--- src/rtl/nexi_uart_pkg.sv ---
// nexi_uart_pkg
//   Shared definitions for the UART receive front end: the one-hot FSM state
//   encoding, oversampling constants and the 2-of-3 majority helper used when
//   NEXI_UART_RX_MAJORITY_EN is defined.
package nexi_uart_pkg;

  // Ticks per bit and the tick indices used for bit decisions.
  localparam int OVERSAMPLE = 16;
  localparam int SAMPLE_MID = 7;
  localparam int MAJ_LO     = 6;
  localparam int MAJ_HI     = 8;

  // Receiver FSM, one-hot.
  typedef enum logic [3:0] {
    ST_IDLE  = 4'b0001,
    ST_START = 4'b0010,
    ST_DATA  = 4'b0100,
    ST_STOP  = 4'b1000
  } rx_state_e;

  // 2-of-3 majority vote.
  function automatic logic maj3(input logic a, input logic b, input logic c);
    return (a & b) | (a & c) | (b & c);
  endfunction

endpackage

--- src/rtl/nexi_uart_rx_frontend_if.sv ---
// nexi_uart_rx_frontend_if
//   Byte handshake between the UART receive front end (master) and the
//   register block RX FSM (slave).
//   data       : received character, valid while data_ready
//   data_ready : level, byte available
//   frame_err  : stop bit was sampled low for the presented byte
//   overrun    : a completed byte was dropped
//   read_ack   : level acknowledge from the consumer
interface nexi_uart_rx_frontend_if #(
  parameter int DATA_WIDTH = 8
) ();

  logic [DATA_WIDTH-1:0] data;
  logic                  data_ready;
  logic                  frame_err;
  logic                  overrun;
  logic                  read_ack;

  modport master (
    output data,
    output data_ready,
    output frame_err,
    output overrun,
    input  read_ack
  );

  modport slave (
    input  data,
    input  data_ready,
    input  frame_err,
    input  overrun,
    output read_ack
  );

endinterface

--- src/rtl/nexi_uart_baud_tick.sv ---
// nexi_uart_baud_tick
//   Divides clk_i by CLK_DIV to produce the 16x oversampling tick.
//   Ports:
//     clk_i : clock
//     rst_i : synchronous reset, active high
//     clr   : restart the divider at 0 (start-bit alignment)
//     tick  : high while the divider sits at CLK_DIV-1 (one cycle per period)
module nexi_uart_baud_tick #(
  parameter int CLK_DIV = 27
) (
  input  logic clk_i,
  input  logic rst_i,
  input  logic clr,
  output logic tick
);

  localparam int              DIV_W    = (CLK_DIV > 2) ? $clog2(CLK_DIV) : 1;
  localparam logic [DIV_W-1:0] DIV_LAST = DIV_W'(CLK_DIV - 1);

  logic [DIV_W-1:0] div_r;
  logic [DIV_W-1:0] div_nxt_s;

  // Next divider value: clear on request, wrap at CLK_DIV-1.
  always_comb begin
    div_nxt_s = div_r;
    if (clr) begin
      div_nxt_s = {DIV_W{1'b0}};
    end else if (div_r == DIV_LAST) begin
      div_nxt_s = {DIV_W{1'b0}};
    end else begin
      div_nxt_s = div_r + DIV_W'(1);
    end
  end

  // Divider state; tick is registered from the next value so it always
  // equals (div_r == CLK_DIV-1) without a combinational output path.
  always_ff @(posedge clk_i) begin
    if (rst_i) begin
      div_r <= {DIV_W{1'b0}};
      tick  <= 1'b0;
    end else begin
      div_r <= div_nxt_s;
      tick  <= (div_nxt_s == DIV_LAST);
    end
  end

endmodule

--- src/rtl/nexi_uart_rx_frontend.sv ---
// nexi_uart_rx_frontend
//   UART 8N1 receive front end: 2-flop synchroniser on rx_pin, 16x
//   oversampling tick, start/data/stop deframing and a level data_ready /
//   read_ack handshake towards the 16550-style register block.
//   Ports:
//     clk_i  : single clock
//     rst_i  : synchronous reset, active high (aborts any frame in flight)
//     rx_pin : asynchronous serial input, idle high
//     rx_bus : nexi_uart_rx_frontend_if.master (data, data_ready,
//              frame_err, overrun out; read_ack in)
//   Build option:
//     NEXI_UART_RX_MAJORITY_EN : decide each bit by a 2-of-3 vote of the
//     samples at scnt 6/7/8 (decision on scnt 8). Undefined: single sample
//     at scnt 7.
module nexi_uart_rx_frontend
  import nexi_uart_pkg::*;
#(
  parameter int CLK_DIV    = 27,
  parameter int DATA_WIDTH = 8
) (
  input  logic                           clk_i,
  input  logic                           rst_i,
  input  logic                           rx_pin,
  nexi_uart_rx_frontend_if.master        rx_bus
);

  localparam int               IDX_W    = (DATA_WIDTH > 2) ? $clog2(DATA_WIDTH) : 1;
  localparam logic [IDX_W-1:0] IDX_LAST = IDX_W'(DATA_WIDTH - 1);

`ifdef NEXI_UART_RX_MAJORITY_EN
  localparam logic [3:0] DECIDE_CNT = 4'(MAJ_HI);
`else
  localparam logic [3:0] DECIDE_CNT = 4'(SAMPLE_MID);
`endif

  logic                  rx_meta_r;
  logic                  rx_sync_r;
  rx_state_e             state_r;
  logic                  armed_r;
  logic [3:0]            scnt_r;
  logic [IDX_W-1:0]      idx_r;
  logic [DATA_WIDTH-1:0] shift_r;
  logic [DATA_WIDTH-1:0] data_r;
  logic                  data_ready_r;
  logic                  frame_err_r;
  logic                  overrun_r;

  logic                  tick_s;
  logic                  start_s;
  logic                  decide_s;
  logic                  bit_s;

  // Two-flop synchroniser; both stages reset to the idle (high) level.
  always_ff @(posedge clk_i) begin
    if (rst_i) begin
      rx_meta_r <= 1'b1;
      rx_sync_r <= 1'b1;
    end else begin
      rx_meta_r <= rx_pin;
      rx_sync_r <= rx_meta_r;
    end
  end

  // Start recognition: only an armed receiver accepts a falling line, so a
  // held-low line produces a single frame.
  always_comb begin
    start_s = 1'b0;
    if ((state_r == ST_IDLE) && armed_r && !rx_sync_r) begin
      start_s = 1'b1;
    end else begin
      start_s = 1'b0;
    end
  end

  nexi_uart_baud_tick #(
    .CLK_DIV (CLK_DIV)
  ) u_baud_tick (
    .clk_i (clk_i),
    .rst_i (rst_i),
    .clr   (start_s),
    .tick  (tick_s)
  );

`ifdef NEXI_UART_RX_MAJORITY_EN
  logic [1:0] maj_smp_r;

  // Capture the scnt 6 and 7 samples; the scnt 8 sample is taken live.
  always_ff @(posedge clk_i) begin
    if (rst_i) begin
      maj_smp_r <= 2'b11;
    end else if (tick_s && (scnt_r == 4'(MAJ_LO))) begin
      maj_smp_r[0] <= rx_sync_r;
    end else if (tick_s && (scnt_r == 4'(SAMPLE_MID))) begin
      maj_smp_r[1] <= rx_sync_r;
    end else begin
      maj_smp_r <= maj_smp_r;
    end
  end

  // Bit value is the vote of the three samples around mid-bit.
  always_comb begin
    bit_s = maj3(maj_smp_r[0], maj_smp_r[1], rx_sync_r);
  end
`else
  // Bit value is the single mid-bit sample.
  always_comb begin
    bit_s = rx_sync_r;
  end
`endif

  // Decision strobe: the tick on which the current bit is resolved.
  always_comb begin
    decide_s = 1'b0;
    if (tick_s && (scnt_r == DECIDE_CNT)) begin
      decide_s = 1'b1;
    end else begin
      decide_s = 1'b0;
    end
  end

  // Deframing FSM with registered handshake outputs.
  always_ff @(posedge clk_i) begin
    if (rst_i) begin
      state_r      <= ST_IDLE;
      armed_r      <= 1'b0;
      scnt_r       <= 4'd0;
      idx_r        <= {IDX_W{1'b0}};
      shift_r      <= {DATA_WIDTH{1'b0}};
      data_r       <= {DATA_WIDTH{1'b0}};
      data_ready_r <= 1'b0;
      frame_err_r  <= 1'b0;
      overrun_r    <= 1'b0;
    end else begin
      // scnt free-runs on ticks and wraps 15->0; the start branch realigns it.
      if (tick_s) begin
        scnt_r <= scnt_r + 4'd1;
      end

      // Consumer acknowledge clears data_ready one cycle later.
      if (data_ready_r && rx_bus.read_ack) begin
        data_ready_r <= 1'b0;
      end

      case (state_r)
        ST_IDLE: begin
          if (rx_sync_r) begin
            armed_r <= 1'b1;
          end else if (start_s) begin
            armed_r <= 1'b0;
            state_r <= ST_START;
            scnt_r  <= 4'd0;
            idx_r   <= {IDX_W{1'b0}};
          end
        end

        ST_START: begin
          if (decide_s) begin
            // A high line at mid start bit is a glitch, not a start.
            state_r <= bit_s ? ST_IDLE : ST_DATA;
          end
        end

        ST_DATA: begin
          if (decide_s) begin
            shift_r[idx_r] <= bit_s;
            if (idx_r == IDX_LAST) begin
              state_r <= ST_STOP;
            end else begin
              idx_r <= idx_r + IDX_W'(1);
            end
          end
        end

        ST_STOP: begin
          if (decide_s) begin
            // A pending byte or an ack still high means the new byte cannot
            // be presented this cycle: drop it and flag overrun.
            if (!data_ready_r && !rx_bus.read_ack) begin
              data_r       <= shift_r;
              frame_err_r  <= ~bit_s;
              data_ready_r <= 1'b1;
              overrun_r    <= 1'b0;
            end else begin
              overrun_r    <= 1'b1;
            end
            state_r <= ST_IDLE;
          end
        end

        default: begin
          state_r <= ST_IDLE;
        end
      endcase
    end
  end

  assign rx_bus.data       = data_r;
  assign rx_bus.data_ready = data_ready_r;
  assign rx_bus.frame_err  = frame_err_r;
  assign rx_bus.overrun    = overrun_r;

endmodule
--- src/flat_wrapper.sv ---
// flat-port wrapper written by rule: the top's interface ports become plain ports
module nexi_uart_rx_frontend_flat import nexi_uart_pkg::*;
#(
  parameter int CLK_DIV    = 27,
  parameter int DATA_WIDTH = 8
)
  (clk_i, rst_i, rx_pin, rx_bus_data, rx_bus_data_ready, rx_bus_frame_err, rx_bus_overrun, rx_bus_read_ack);
  nexi_uart_rx_frontend_if #(.DATA_WIDTH(DATA_WIDTH)) rx_bus_i ();
  input  logic clk_i;
  input  logic rst_i;
  input  logic rx_pin;
  output wire logic [$bits(rx_bus_i.data)-1:0] rx_bus_data;
  output wire logic [$bits(rx_bus_i.data_ready)-1:0] rx_bus_data_ready;
  output wire logic [$bits(rx_bus_i.frame_err)-1:0] rx_bus_frame_err;
  output wire logic [$bits(rx_bus_i.overrun)-1:0] rx_bus_overrun;
  input wire logic [$bits(rx_bus_i.read_ack)-1:0] rx_bus_read_ack;
  assign rx_bus_data = rx_bus_i.data;
  assign rx_bus_data_ready = rx_bus_i.data_ready;
  assign rx_bus_frame_err = rx_bus_i.frame_err;
  assign rx_bus_overrun = rx_bus_i.overrun;
  assign rx_bus_i.read_ack = rx_bus_read_ack;
  nexi_uart_rx_frontend #(.CLK_DIV(CLK_DIV), .DATA_WIDTH(DATA_WIDTH)) u_core (.clk_i(clk_i), .rst_i(rst_i), .rx_pin(rx_pin), .rx_bus(rx_bus_i));
endmodule
--- config.mk ---
export PLATFORM = sky130hd
export DESIGN_NAME = nexi_uart_rx_frontend_flat
export DESIGN_NICKNAME = d
export VERILOG_FILES = /design/src/rtl/nexi_uart_pkg.sv /design/src/rtl/nexi_uart_rx_frontend_if.sv /design/src/rtl/nexi_uart_baud_tick.sv /design/src/rtl/nexi_uart_rx_frontend.sv /design/src/flat_wrapper.sv
export SDC_FILE = /design/constraint.sdc
export NUM_CORES = 1
export LEC_CHECK = 0
export ABC_AREA = 0
export CAP_MARGIN = 25
export CORE_MARGIN = 4
export CORE_UTILIZATION = 56
export CTS_CLUSTER_SIZE = 10
export DETAILED_ROUTE_END_ITERATION = 8
export GPL_ROUTABILITY_DRIVEN = 0
export PLACE_DENSITY_LB_ADDON = 0.3
export SYNTH_ARGS = -nofsm -noshare
export SYNTH_HDL_FRONTEND = slang
export SYNTH_SLANG_ARGS = --single-unit
--- constraint.sdc ---
create_clock -name clk_i -period 1.9 [get_ports clk_i]
set_input_delay 0.38 -clock clk_i [delete_from_list [all_inputs] [get_ports clk_i]]
set_output_delay 0.38 -clock clk_i [all_outputs]
set_load 0.1 [all_outputs]
# --- Yosys cells after proc, flatten, opt, wreduce, memory -nomap -nowiden ---
# Index checks and enable logic that the tools add are counted.
totals:
  regBits: 39
  word_cells: 82
op_classes:
  add_sub_neg: 3
  n_lt_le_gt_ge: 2
  n_eq_ne: 15
  mux: 31
  bitwise: 1
  reduce_logical: 17
ops:
  columns: ["cell", "count"]
  rows:
  - ["two-way mux 4 bit", 10]
  - ["one-hot mux 4 bit (4 select lines)", 1]
  - ["two-way mux 3 bit", 5]
  - ["== test 5 bit (second input constant)", 2]
  - ["two-way mux 1 bit", 10]
  - ["two-way mux 5 bit", 2]
  - ["!= test 2 x 1 -> 1 bit (second input constant)", 5]
  - ["bitwise mux 8 bit", 1]
  - ["== test 4 x 3 -> 1 bit (second input constant)", 2]
  - ["logical AND 1 bit", 6]
  - ["one-hot mux 3 bit (2 select lines)", 1]
  - ["AND reduction 2 bit", 3]
  - ["AND reduction 6 bit", 1]
  - ["adder 5 x 1 -> 5 bit (second input constant)", 1]
  - ["AND reduction 5 bit", 1]
  - ["adder 4 x 1 -> 4 bit (second input constant)", 1]
  - ["== test 4 x 1 -> 1 bit (second input constant)", 1]
  - ["== test 4 x 2 -> 1 bit (second input constant)", 1]
  - ["== test 4 bit (second input constant)", 1]
  - ["less-than comparator 3 x 4 -> 1 bit (second input constant)", 1]
  - ["!= test 2 bit (second input constant)", 2]
  - ["nonzero test 2 bit", 2]
  - ["adder 3 x 1 -> 3 bit (second input constant)", 1]
  - ["demux 1 bit (select 3 bit)", 1]
  - ["other kinds (5)", 7]

# --- Longest topological paths before layout ---
logic_depth:
  ltp_word: 7
  depth_mapped: 7
  ltp_nobuf: 6

# --- By module ---
# From an unflattened synthesis, not the netlist that was laid out.
hier_totals:
  cells_unflattened: 173
  area_unflattened_um2: 1645.3
by_module_without_submodules:
  columns: ["mod", "instances", "cells_per_inst", "area_each_um2"]
  rows:
  - ["nexi_uart_rx_frontend", 1, 146, 1381.3]
  - ["nexi_uart_baud_tick", 1, 27, 264.0]

# --- Least setup slack after synthesis ---
# Ideal clock, no wire load.
synth_timing:
  path_type: "register -> register"
  start: "register u_core.data_ready_r (netlist: u_core.rx_bus.data_ready)"
  end: "register u_core.data_r[0] (netlist: u_core.rx_bus.data[0])"
  setup_time_ns: 0.128
  arrival_time_ns: 1.630
  path_slack_ns: 0.142
  path_stages_with_launch: 6
  n_path_buf: 1
  period_less_slack_ns: 1.758
  path_cell_list: "dfxtp_1 > nor2_1 > nand4_1 > buf_2 > mux2i_1 > nor2_1"
synth_via:
  elab_chain_len: 3
synth_rtl:
  columns: ["item", "line", "rtl"]
  rows:
  - ["from (decl)", "nexi_uart_rx_frontend.sv:44", "logic data_ready_r;"]
  - ["from (signal assigned)", "nexi_uart_rx_frontend.sv:130", "data_ready_r <= 1'b0;"]
  - ["from (signal assigned)", "nexi_uart_rx_frontend.sv:141", "data_ready_r <= 1'b0;"]
  - ["from (signal assigned)", "nexi_uart_rx_frontend.sv:181", "data_ready_r <= 1'b1;"]
  - ["zero test 1 bit", "nexi_uart_rx_frontend.sv:178", "if (!data_ready_r && !rx_bus.read_ack) begin"]
  - ["logical AND 1 bit", "nexi_uart_rx_frontend.sv:178", null]
  - ["AND reduction 3 bit (no source line)", null, null]
  - ["to (signal assigned)", "nexi_uart_rx_frontend.sv:129", "data_r <= {DATA_WIDTH{1'b0}};"]
  - ["to (signal assigned)", "nexi_uart_rx_frontend.sv:179", "data_r <= shift_r;"]
  - ["to (decl)", "nexi_uart_rx_frontend.sv:43", "logic [DATA_WIDTH-1:0] data_r;"]
# No other way between the ends.
# A chain may end at the register's enable or synchronous reset.

# --- Final worst setup path ---
layout_timing:
  start: "register u_core.state_r[1]"
  end: "register u_core.idx_r[0]"
layout_via:
  elab_chain_len: 6
layout_rtl:
  columns: ["item", "line", "rtl"]
  rows:
  - ["from (decl)", "nexi_uart_rx_frontend.sv:38", "rx_state_e state_r;"]
  - ["from (signal assigned)", "nexi_uart_rx_frontend.sv:159", "state_r <= bit_s ? ST_IDLE : ST_DATA;"]
  - ["== test 4 x 1 -> 1 bit", "nexi_uart_rx_frontend.sv:68, nexi_uart_rx_frontend.sv:144", null]
  - ["logical AND 1 bit (2 in a row)", "nexi_uart_rx_frontend.sv:68", "if ((state_r == ST_IDLE) && armed_r && !rx_sync_r) begin"]
  - ["two-way mux 1 bit", "nexi_uart_rx_frontend.sv:68", null]
  - ["!= test 2 x 1 -> 1 bit (no source line)", null, null]
  - ["AND reduction 5 bit (no source line)", null, null]
  - ["to (signal assigned)", "nexi_uart_rx_frontend.sv:127", "idx_r <= {IDX_W{1'b0}};"]
  - ["to (signal assigned)", "nexi_uart_rx_frontend.sv:152", "idx_r <= {IDX_W{1'b0}};"]
  - ["to (signal assigned)", "nexi_uart_rx_frontend.sv:169", "idx_r <= idx_r + IDX_W'(1);"]
  - ["to (decl)", "nexi_uart_rx_frontend.sv:41", "logic [IDX_W-1:0] idx_r;"]
# Several ways; a longest one is shown, not always the timed one.

==> key figures <==
Status
  – Status: complete, no violations

Floorplanning
  – DIE AREA: 4140 sq um
  – Row Count: 20
  – I/O pin cnt: 15
  – Die Width: 64.3 um
  – Initial core utilization: 58.2%
  – Die height: 64.3 um
  – Core ar.: 3050 sq um

Clocking
  – Clk buf depth: 2
  – Worst skew pair latency: 350 ps
  – Clock Sinks: 39
  – TritonCTS clock tree: yes
  – Postcts setup bufs: 0
  – Total CTS buffers: 5
  – Root Driver: clkbuf_4
  – Worst-path clk slew: 110 ps
  – CTS H-tree lvls: 2

Global route
  – Pin count of the biggest net entering global routing: 28
  – Total Routing Usage GR: 19.3%
  – Vias in the first global route: 1360
  – Routing usage on met3: 6.50%
  – Gr ovfl total: 0
  – Met1 usage: 24.1%
  – Antenna violations before repair: 0
  – Global-route wire length before repair: 6230 um
  – M2 GR Usage: 31.7%
  – Layer with the highest usage: met2

Setup path
  – Critical Path Start Type: flip-flop
  – Worst Path Max Fanout: 12
  – Crit end category: flip-flop
  – Kind of critical path: reg2reg
  – R2r endpoint: u_core.idx_r[0]$_SDFFE_PP0P_
  – R2r setup slk: 110 ps
  – Ordered list of cells on the worst path: or4b_1 > nor2_1 > o21ai_0 > a21oi_1
  – CP max-delay cell: or4b_1
  – Reg2reg path depth: 4
  – RR Startpoint: u_core.state_r[1]$_SDFFE_PP0P_
  – Critical path arrival: 2080 ps
  – Worst Path Required: 2190 ps
  – Crit-path max cell delay: 630 ps

Detailed routing
  – DRC: 0
  – Routed Wire Length: 3470 um
  – Final ANT Viol Nets: 0
  – Iter 0 DRT Violations: 53
  – Drt pass-1 iters: 4
  – Vias per cell: 5.47
  – Via count: 1367
  – Wire length per cell: 13.9 um

Timing
  – Fin crit period: 1790 ps
  – Final WS setup: 112 ps
  – Slew Limit Headroom: 66.4%
  – Hold Vio Cnt, Final: 0
  – Maximum clock frequency: 0.559 GHz
  – # setup viols final: 0
  – RSZ-0062 raised after global routing: no
  – Slew @ Worst Pin: 503 ps
  – Clk_skew: 10.7 ps
  – Period Utilization, post-route: 94.1%
  – Max Slew Vio Count: 0
  – Setup TNS: 0 ps

Power and ir drop
  – PwrDens: 747 nW/um^2
  – Max VDD drop: 0.000515 V
  – Pleak: 0.000900 uW
  – Overall power: 1510 uW

Final layout
  – Area grow syn2layout: 14.0%
  – Final net count: 214
  – Layout cells sized above 1: 16.0%
  – Fill count: 267
  – Final Cell Area: 2030 sq um
  – Diodes inserted: 0
  – Final Non-Filler Cells: 250

Logic synthesis
  – Mapped Area: 1780 sq um
  – Async S/R FF share, synth: 0%
  – Most used DFF post-synth: dfxtp_1
  – Leading area contributor after synthesis: dfxtp_1
  – Post-synthesis sequential area ratio: 43.9%
  – Yosys reg bits: 39
  – Area share of the largest cell type after synthesis: 43.9%
  – Average size of a mapped cell: 9.41 sq um
  – Synth cell types: 43
  – Syn Nets: 198
  – Number of synthesized flops with an enable pin: 0
  – Synth top area cells: dfxtp_1 (44%), mux2i_1 (10%), nor2_1 (6.3%)
  – Ys Warns: 0
  – Mapped Cells: 189

Place
  – DP Wirelength: 2530 um
  – Placed cell count: 242
  – Buffers added on ports: 14
  – Worst slack at placement: 153 ps
  – Placed Area: 1940 sq um

Min path
  – Depth of the worst hold-timing path: 1
  – Hold EP: u_core.bit_s$_SDFF_PP1_
  – Hold WC Path Type: reg2reg
  – Hold Path Origin: u_core.rx_meta_r$_SDFF_PP1_

Run
  – MaxCap Viol Count: 0
[where the power goes]
part           switching, uW  total [uW]  internal, uW  leakage [uW]
Clock                    267         578           311     0.0000482
Sequential              19.8         850           830      0.000315
Combinational           49.5        86.9          37.4      0.000536
Total                    336        1510          1180      0.000900
[worst max-delay path: cells and delay by family, from the launching register on]
family / cells / cell delay [ps]
AO/OA/AOI/OAI: 2 / 310
flip-flops: 1 / 450
AND/OR/NAND/NOR: 2 / 980
[synthesized netlist by cell type, types with 2 or more instances]
| library cell | instances |
|---|---|
| a21oi_1 | 4 |
| a31oi_1 | 2 |
| buf_2 | 5 |
| clkbuf_1 | 6 |
| dfxtp_1 | 39 |
| ha_1 | 5 |
| inv_1 | 4 |
| mux2i_1 | 18 |
| nand2_1 | 11 |
| nand3_1 | 3 |
| nand4_1 | 6 |
| nand4b_1 | 5 |
| nor2_1 | 30 |
| nor2b_1 | 5 |
| nor3_1 | 2 |
| nor3b_1 | 2 |
| nor4b_1 | 2 |
| o211ai_1 | 3 |
| o21ai_0 | 4 |
| o41ai_1 | 2 |
| or2_2 | 3 |
| xnor2_1 | 2 |
| xor2_1 | 6 |
[layer usage]
| metal | up-vias | part of all wire, % |
|---|---|---|
| met5 | - | 0 |
| met4 | 0 | 0.78 |
| met3 | 2 | 4.0 |
| met2 | 28 | 49 |
| met1 | 636 | 47 |
| li1 | 701 | - |
[cell usage in the layout (no fill, tap or decap), types with 4 or more instances in the layout]
cell	count
ha_1	5
mux2i_1	18
buf_4	18
nor2b_1	5
nand2_1	11
nand4b_1	5
a21oi_1	4
dfxtp_1	38
clkbuf_4	5
o21ai_0	4
inv_1	4
xor2_1	6
nor2_1	30
nand4_1	6
[worst max path at each step]
stage / startpoint / depth (start not counted) / slack, ps / endpoint
floorplan: u_core.rx_bus.data_ready$_SDFF_PP0_ / 5 / 140 / u_core.rx_bus.data[0]$_SDFFE_PP0P_
global placement: u_core.state_r[2]$_SDFFE_PP0P_ / 4 / 230 / u_core.shift_r[0]$_SDFFE_PP0P_
detailed placement: u_core.state_r[0]$_SDFFE_PP1P_ / 4 / 150 / u_core.idx_r[0]$_SDFFE_PP0P_
CTS: u_core.state_r[0]$_SDFFE_PP1P_ / 4 / 140 / u_core.idx_r[0]$_SDFFE_PP0P_
global route: u_core.state_r[1]$_SDFFE_PP0P_ / 4 / 6 / u_core.idx_r[0]$_SDFFE_PP0P_
finish: u_core.state_r[1]$_SDFFE_PP0P_ / 4 / 110 / u_core.idx_r[0]$_SDFFE_PP0P_
[state kept, by name, summed over array words and instances (netlist names)]
register and count:
u_core.u_baud_tick.tick 1, u_core.idx_r 3, u_core.rx_bus.data_ready 1, u_core.rx_meta_r 1, u_core.bit_s 1, u_core.rx_bus.frame_err 1, u_core.state_r 4, u_core.rx_bus.data 8
u_core.u_baud_tick.div_r 5, u_core.armed_r 1, u_core.shift_r 8, u_core.rx_bus.overrun 1, u_core.scnt_r 4
[logic make-up (layout without fill, tap and decap cells)]
logic type | Yosys count | count (layout) | share of synthesized area, %
adders and majority gates | 5 | 5 | 3.52
AOI/OAI and AO/OA | 22 | 22 | 8.52
and+or+nand+nor | 80 | 80 | 25.6
muxes | 18 | 18 | 10.1
buffers and inverters | 17 | 34 | 4.36
xor gates and xnor gates | 8 | 8 | 3.94
DFF | 39 | 39 | 43.9
[metrics by stage]
step                util [%]  hold slack [ps]
floorplan                  -              389
global placement        63.5              395
detailed placement      63.5              403
CTS                     66.4              431
global route            66.4              450
finish                  66.4              424
[what timing repair did]
action,4_1_cts,5_1_grt
hold buffers,0,0
setup endpoints to repair,0,2
resized for setup,0,1
[cell type report]
cell class,count,area (sq um),share of cell area [%]
Inverter,5,18.8,0.926
Timing Repair Buffer,21,165,8.15
Clock inverter,2,35.0,1.73
Tap cell,44,55.1,2.72
Multi-Input combinational cell,133,920,45.4
Sequential cell,39,782,38.6
Clock buffer,6,51.3,2.53
No activity file was read; power rests on OpenSTA's default activity.
